===== config.mk =====
export PLATFORM = sky130hd
export DESIGN_NAME = xor_cipher_ctrl
export DESIGN_NICKNAME = d
export VERILOG_FILES = /design/src/rtl/xor_cipher_pkg.sv /design/src/rtl/xor_cipher_sipo.sv /design/src/rtl/xor_cipher_ctrl.sv
export SDC_FILE = /design/constraint.sdc
export NUM_CORES = 1
export LEC_CHECK = 0
export BUFFER_PORTS_ARGS = -buffer_cell sky130_fd_sc_hd__buf_2
export CAP_MARGIN = 20
export CORE_AREA = 4 4 70 72
export CTS_BUF_LIST = sky130_fd_sc_hd__clkbuf_8
export DETAILED_ROUTE_END_ITERATION = 10
export DIE_AREA = 0 0 74 76
export GPL_TIMING_DRIVEN = 0
export PLACE_DENSITY = 0.69
export REMOVE_ABC_BUFFERS = 1
export SYNTH_ARGS = -nofsm -noshare
export SYNTH_HDL_FRONTEND = slang
export SYNTH_HIERARCHICAL = 1
export SYNTH_SLANG_ARGS = --single-unit

===== constraint.sdc =====
create_clock -name iClk -period 2.84 [get_ports iClk]
set_input_delay 0.71 -clock iClk [delete_from_list [all_inputs] [get_ports iClk]]
set_output_delay 0.71 -clock iClk [all_outputs]
set_load 0.05 [all_outputs]

===== src/rtl/xor_cipher_pkg.sv =====
// Shared definitions for the XOR cipher controller: FSM states, default word size
// and the width helper for bit counters that must be able to hold MSG_SIZE itself.
package xor_cipher_pkg;

  localparam int MSG_SIZE_DEF = 8;

  typedef enum logic [2:0] {
    S_IDLE = 3'd0,
    S_KEY  = 3'd1,
    S_RX   = 3'd2,
    S_ENC  = 3'd3,
    S_TX   = 3'd4,
    S_DONE = 3'd5
  } state_e;

  function automatic int cnt_width(input int n);
    return $clog2(n) + 1;
  endfunction

endpackage


===== src/rtl/xor_cipher_sipo.sv =====
// Serial-in parallel-out capture register: stores bit_i into data_o[count] LSB first
// whenever en_i is high, until MSG_SIZE bits have been taken.
module xor_cipher_sipo
  import xor_cipher_pkg::*;
#(
  parameter int MSG_SIZE = MSG_SIZE_DEF
) (
  input  logic                clk_i,
  input  logic                rst_i,
  input  logic                clr_i,
  input  logic                en_i,
  input  logic                bit_i,
  output logic [MSG_SIZE-1:0] data_o,
  output logic                full_o
);

  localparam int CW = cnt_width(MSG_SIZE);
  localparam logic [CW-1:0] FULL_CNT = CW'(MSG_SIZE);

  logic [MSG_SIZE-1:0] data_q, data_d;
  logic [CW-1:0]       count_q, count_d;
  logic                take;

  assign take = en_i && (count_q != FULL_CNT);

  always_comb begin
    data_d  = data_q;
    count_d = count_q;
    if (clr_i) begin
      data_d  = '0;
      count_d = '0;
    end else if (take) begin
      data_d[count_q[CW-2:0]] = bit_i;
      count_d                 = count_q + 1'b1;
    end
  end

  always_ff @(posedge clk_i) begin
    if (rst_i) begin
      data_q  <= '0;
      count_q <= '0;
    end else begin
      data_q  <= data_d;
      count_q <= count_d;
    end
  end

  // Looks one edge ahead so the owner can leave its capture state on the last bit.
  assign full_o = (count_d == FULL_CNT);
  assign data_o = data_q;

endmodule


===== src/rtl/xor_cipher_ctrl.sv =====
// Sequencer: loads a serial key, receives a serial message, XORs them and shifts the
// ciphertext out LSB first. Define XOR_CIPHER_CTRL_PARITY_EN to append a parity bit.
module xor_cipher_ctrl
  import xor_cipher_pkg::*;
#(
  parameter int MSG_SIZE = MSG_SIZE_DEF
) (
  input  logic iClk,
  input  logic iRst,
  input  logic iKey_Load,
  input  logic iStart,
  input  logic iData_In,
  input  logic iData_Valid,
  output logic oBusy,
  output logic oKey_Ready,
  output logic oData,
  output logic oData_Valid,
  output logic oDone_flag
);

  localparam int CW = cnt_width(MSG_SIZE);
`ifdef XOR_CIPHER_CTRL_PARITY_EN
  localparam logic [CW-1:0] TX_LAST = CW'(MSG_SIZE);
`else
  localparam logic [CW-1:0] TX_LAST = CW'(MSG_SIZE - 1);
`endif

  state_e              state_q, state_d;
  logic [CW-1:0]       cnt_q, cnt_d;
  logic [MSG_SIZE-1:0] cipher_q, cipher_d;
  logic [MSG_SIZE-1:0] key_w, msg_w;
  logic                key_ready_q, key_ready_d;
  logic                busy_q, busy_d;
  logic                data_q, data_d;
  logic                valid_q, valid_d;
  logic                done_q, done_d;
  logic                key_clr, key_en, key_full;
  logic                msg_clr, msg_en, msg_full;
  logic                tx_bit;

  // Valid/ready: iData_In is taken only on cycles with iData_Valid=1 while in KEY or
  // RX; oData is meaningful only while oData_Valid=1 and cannot be held off.
  assign key_clr = (state_q == S_IDLE) && iKey_Load;
  assign key_en  = (state_q == S_KEY) && iData_Valid;
  assign msg_clr = (state_q == S_IDLE) && !iKey_Load && iStart && key_ready_q;
  assign msg_en  = (state_q == S_RX) && iData_Valid;

  xor_cipher_sipo #(.MSG_SIZE(MSG_SIZE)) u_key_sipo (
    .clk_i  (iClk),
    .rst_i  (iRst),
    .clr_i  (key_clr),
    .en_i   (key_en),
    .bit_i  (iData_In),
    .data_o (key_w),
    .full_o (key_full)
  );

  xor_cipher_sipo #(.MSG_SIZE(MSG_SIZE)) u_msg_sipo (
    .clk_i  (iClk),
    .rst_i  (iRst),
    .clr_i  (msg_clr),
    .en_i   (msg_en),
    .bit_i  (iData_In),
    .data_o (msg_w),
    .full_o (msg_full)
  );

`ifdef XOR_CIPHER_CTRL_PARITY_EN
  assign tx_bit = (cnt_q == CW'(MSG_SIZE)) ? ^cipher_q : cipher_q[cnt_q[CW-2:0]];
`else
  assign tx_bit = cipher_q[cnt_q[CW-2:0]];
`endif

  always_ff @(posedge iClk) begin
    if (iRst) begin
      state_q     <= S_IDLE;
      cnt_q       <= '0;
      cipher_q    <= '0;
      key_ready_q <= 1'b0;
      busy_q      <= 1'b0;
      data_q      <= 1'b0;
      valid_q     <= 1'b0;
      done_q      <= 1'b0;
    end else begin
      state_q     <= state_d;
      cnt_q       <= cnt_d;
      cipher_q    <= cipher_d;
      key_ready_q <= key_ready_d;
      busy_q      <= busy_d;
      data_q      <= data_d;
      valid_q     <= valid_d;
      done_q      <= done_d;
    end
  end

  always_comb begin
    state_d = state_q;
    unique case (state_q)
      S_IDLE: begin
        if (iKey_Load)                  state_d = S_KEY;
        else if (iStart && key_ready_q) state_d = S_RX;
      end
      S_KEY:   if (key_full) state_d = S_IDLE;
      S_RX:    if (msg_full) state_d = S_ENC;
      S_ENC:   state_d = S_TX;
      S_TX:    if (cnt_q == TX_LAST) state_d = S_DONE;
      S_DONE:  state_d = S_IDLE;
      default: state_d = S_IDLE;
    endcase
  end

  always_comb begin
    cnt_d       = cnt_q;
    cipher_d    = cipher_q;
    key_ready_d = key_ready_q;
    data_d      = 1'b0;
    valid_d     = 1'b0;
    done_d      = 1'b0;
    // Busy stays up through the done pulse so both fall on the same edge.
    busy_d      = (state_d != S_IDLE) || (state_q == S_DONE);
    case (state_q)
      S_IDLE: if (iKey_Load) key_ready_d = 1'b0;
      S_KEY:  if (key_full) key_ready_d = 1'b1;
      S_ENC: begin
        cipher_d = msg_w ^ key_w;
        cnt_d    = '0;
      end
      S_TX: begin
        data_d  = tx_bit;
        valid_d = 1'b1;
        cnt_d   = cnt_q + 1'b1;
      end
      S_DONE:  done_d = 1'b1;
      default: ;
    endcase
  end

  assign oBusy       = busy_q;
  assign oKey_Ready  = key_ready_q;
  assign oData       = data_q;
  assign oData_Valid = valid_q;
  assign oDone_flag  = done_q;

endmodule

==> impl_metrics.csv <==
group,metric,value,unit
status,outcome,"complete, no violations",
timing,maxSlewViolCount,0,
clock_network,clkTransAtPathRegs,0.08,ns
clock_network,ctsHoldBuffers,0,
synthesis,ys_types,51,
synthesis,syn-cell-area,0.00227,mm2
final_layout,synthToLayoutAreaGrowth,6.62,%
pwr,powerDensity,506,mW/mm2
flow_run,cap_violations,0,
floorplanning,initial_core_util,0.529,
floorplanning,die_x,74,um
drt,vias_per_cell,6.00,
clock_network,cts-root-buf,"clkbuf_8",
grt,grt_pass1_vias,1588,
synthesis,synthFlopType,"dfxtp_1",
placed_design,place_congestion,0.816,
synthesis,yosys_warnings,6,
synthesis,synth.area.top_cells,"dfxtp_1, nor2_1, a21oi_1",
grt,grt_pass1_wl,7430,um
timing,finalCriticalPeriod,2.63,ns
clock_network,cts_buffers,5,
grt,grt.total_usage,0.167,
critical_path,end_kind,"flop",
drt,routed_wl,4380,um
final_layout,n_fill_cell,400,
timing,layout_setup_ws,0.211,ns
drt,drt_iter0_markers,108,
critical_path,cp_data_arrival_time,2.82,ns
synthesis,netlist.area_leader.share,0.388,
floorplanning,dieArea,0.00562,mm2
critical_path,worstSetupStartpointType,"flop",
synthesis,synthCells,240,
grt,antenna_found_initial,0,
timing,relSlewSlack,0.626,
synthesis,yosys_register_bits,44,
clock_network,max-clock-path-buffers,2,
pwr,peakVddDrop,0.332,mV
drt,drtAntennaViolNets,0,
critical_path,max_stage_delay,0.55,ns
clock_network,cts_tree,"yes",
drt,wire_per_inst,15.1,um
final_layout,drive_above_1_share,0.180,
final_layout,antennaDiodeCount,0,
floorplanning,core_area,0.00429,mm2
grt,grt_overflow_total,0,
grt,grt_max_degree,23,
synthesis,yosysSeqAreaShare,0.388,
placed_design,place_ws,-0.495,ns
placed_design,dp_hpwl,3000,um
synthesis,syn_area_per_cell,9.46,um2
worst_hold_path,holdCritPathClass,"reg -> reg",
synthesis,async_flop_share,0,
final_layout,finalNetCount,250,
synthesis,synth_edf_count,0,
timing,rsz0062_at_grt,"no",
placed_design,placement.io_buffers,10,
timing,hold_viol_final,0,
floorplanning,ios,11,
drt,drt-pass1-iter-count,4,
final_layout,final_core_util,0.564,
timing,setup_violations,0,
timing,fmax,380,MHz
pwr,p_leak,0.857,nW
critical_path,cp_cell_sequence,"inv_1, nor4b_4, inv_2, or4_4, a2111oi_2, mux2_1, o211ai_2, a221oi_1",
drt,num_vias,1745,
timing,min_period_over_period,0.926,
critical_path,slowest_stage,"or4_4",
clock_network,clk-insertion-delay-late,0.29,ns
critical_path,worstSetupPathType,"reg -> reg",
clock_network,clock_sinks,44,
timing,clock_skew,0.00660,ns
floorplanning,fp.dieH,76,um
clock_network,h-tree-depth,2,
critical_path,crit_fanout,12,
timing,tightest_slew,0.560,ns
drt,post-route-drc-count,0,
critical_path,worstPathRequired,3.03,ns
timing,fin_hold_ws,0.486,ns
floorplanning,rows,24,
synthesis,synth_top_area_cell,"dfxtp_1",
==> cell families (layout without fill, tap and decap cells) <==
group                      Yosys count  count (layout)  share of synthesized area
AOI/OAI and AO/OA                   56              56                      0.185
xor gates and xnor gates            10              10                     0.0386
adders and majority gates            5               5                     0.0276
buffers and inverters               28              27                     0.0689
DFF                                 44              44                      0.388
muxes                               14              14                     0.0744
and+or+nand+nor                     83              83                      0.217
==> per-stage QoR <==
stage	total power, mW	cells	cell area, um2	setup TNS (ns)
after floorplan	0.667	221	2150	-0.515
after global placement	0.687	283	2260	-2.62
after detailed placement	0.687	283	2270	-0.884
after CTS	1.24	291	2420	0
after global routing	1.27	291	2420	0
final	1.22	291	2420	0
==> where the power goes <==
part	switching, mW	total, mW	internal (mW)
Sequential	0.00796	0.628	0.620
Combinational	0.0315	0.0463	0.0148
Clock	0.203	0.549	0.346
Total	0.243	1.22	0.981
==> critical path: cells and delay by family, from the launching register on <==
family	cells	cell delay [ns]
simple gates	2	0.86
compound gates	3	0.73
flops	1	0.45
buf+inv	2	0.28
mux	1	0.21
==> cells in the final DEF, fill, tap and decap left out, drive strengths merged, types with 6 or more instances in the layout <==
| cell | Yosys | final |
|---|---|---|
| nor2 | 26 | 26 |
| nand4 | 10 | 10 |
| o21ai | 6 | 6 |
| o41ai | 8 | 8 |
| a21oi | 18 | 18 |
| a211oi | 9 | 9 |
| xnor2 | 8 | 8 |
| inv | 9 | 9 |
| dfxtp | 44 | 44 |
| buf | 13 | 11 |
| mux2i | 9 | 9 |
==> timing repair <==
action,4_1_cts,5_1_grt
buffers inserted,1,0
setup endpoints to repair,2,3
pin swaps,1,0
gates cloned,0,0
gates resized for setup,1,3
==> area by class of cell <==
cell class	instances	area (um2)	share of cell area
inverter	9	36.3	0.0150
clock inverter	2	60.1	0.0248
clock buffer	5	68.8	0.0284
timing repair buffer	11	57.6	0.0238
multi-input combinational	168	1250	0.516
tap	52	65.1	0.0269
sequential	44	885	0.366
==> metal layers <==
metal  up-vias  part of all wire  track usage
met4         0             0.014       0.0525
met2        34              0.48        0.260
met5         -                 0            0
met1       823              0.45        0.224
met3         5             0.051       0.0435
li1        883                 -            -
==> flip-flops by register name, summed over array words and instances (netlist names) <==
name                count
cipher_q                8
u_key_sipo/data_o       8
u_key_sipo/count_q      4
oKey_Ready              1
u_msg_sipo/count_q      4
oData_Valid             1
state_q                 3
oBusy                   1
oDone_flag              1
oData                   1
cnt_q                   4
u_msg_sipo/data_o       8
==> final timing paths <==
check | from | to | slack, ns | cells past startpoint
worst min-delay path | u_key_sipo/data_o[2] | u_key_sipo/data_o[2] | 0.49 | 2
worst max-delay path | state_q[1] | oBusy | 0.21 | 8
worst max register to register | state_q[1] | oBusy | 0.21 | 8
worst min register to register | u_key_sipo/data_o[2] | u_key_sipo/data_o[2] | 0.49 | 2
==> cell usage after synthesis, drive strengths merged (3+ instances only) <==
cell,count
a2111oi,5
a211oi,9
a21oi,18
and3b,5
buf,13
clkbuf,6
dfxtp,44
ha,5
inv,9
mux2,3
mux2i,9
nand2,5
nand3,4
nand3b,3
nand4,10
nand4b,4
nor2,26
nor2b,5
nor4,3
o211ai,3
o21ai,6
o41ai,8
xnor2,8
No activity file was read; power rests on OpenSTA's default activity.
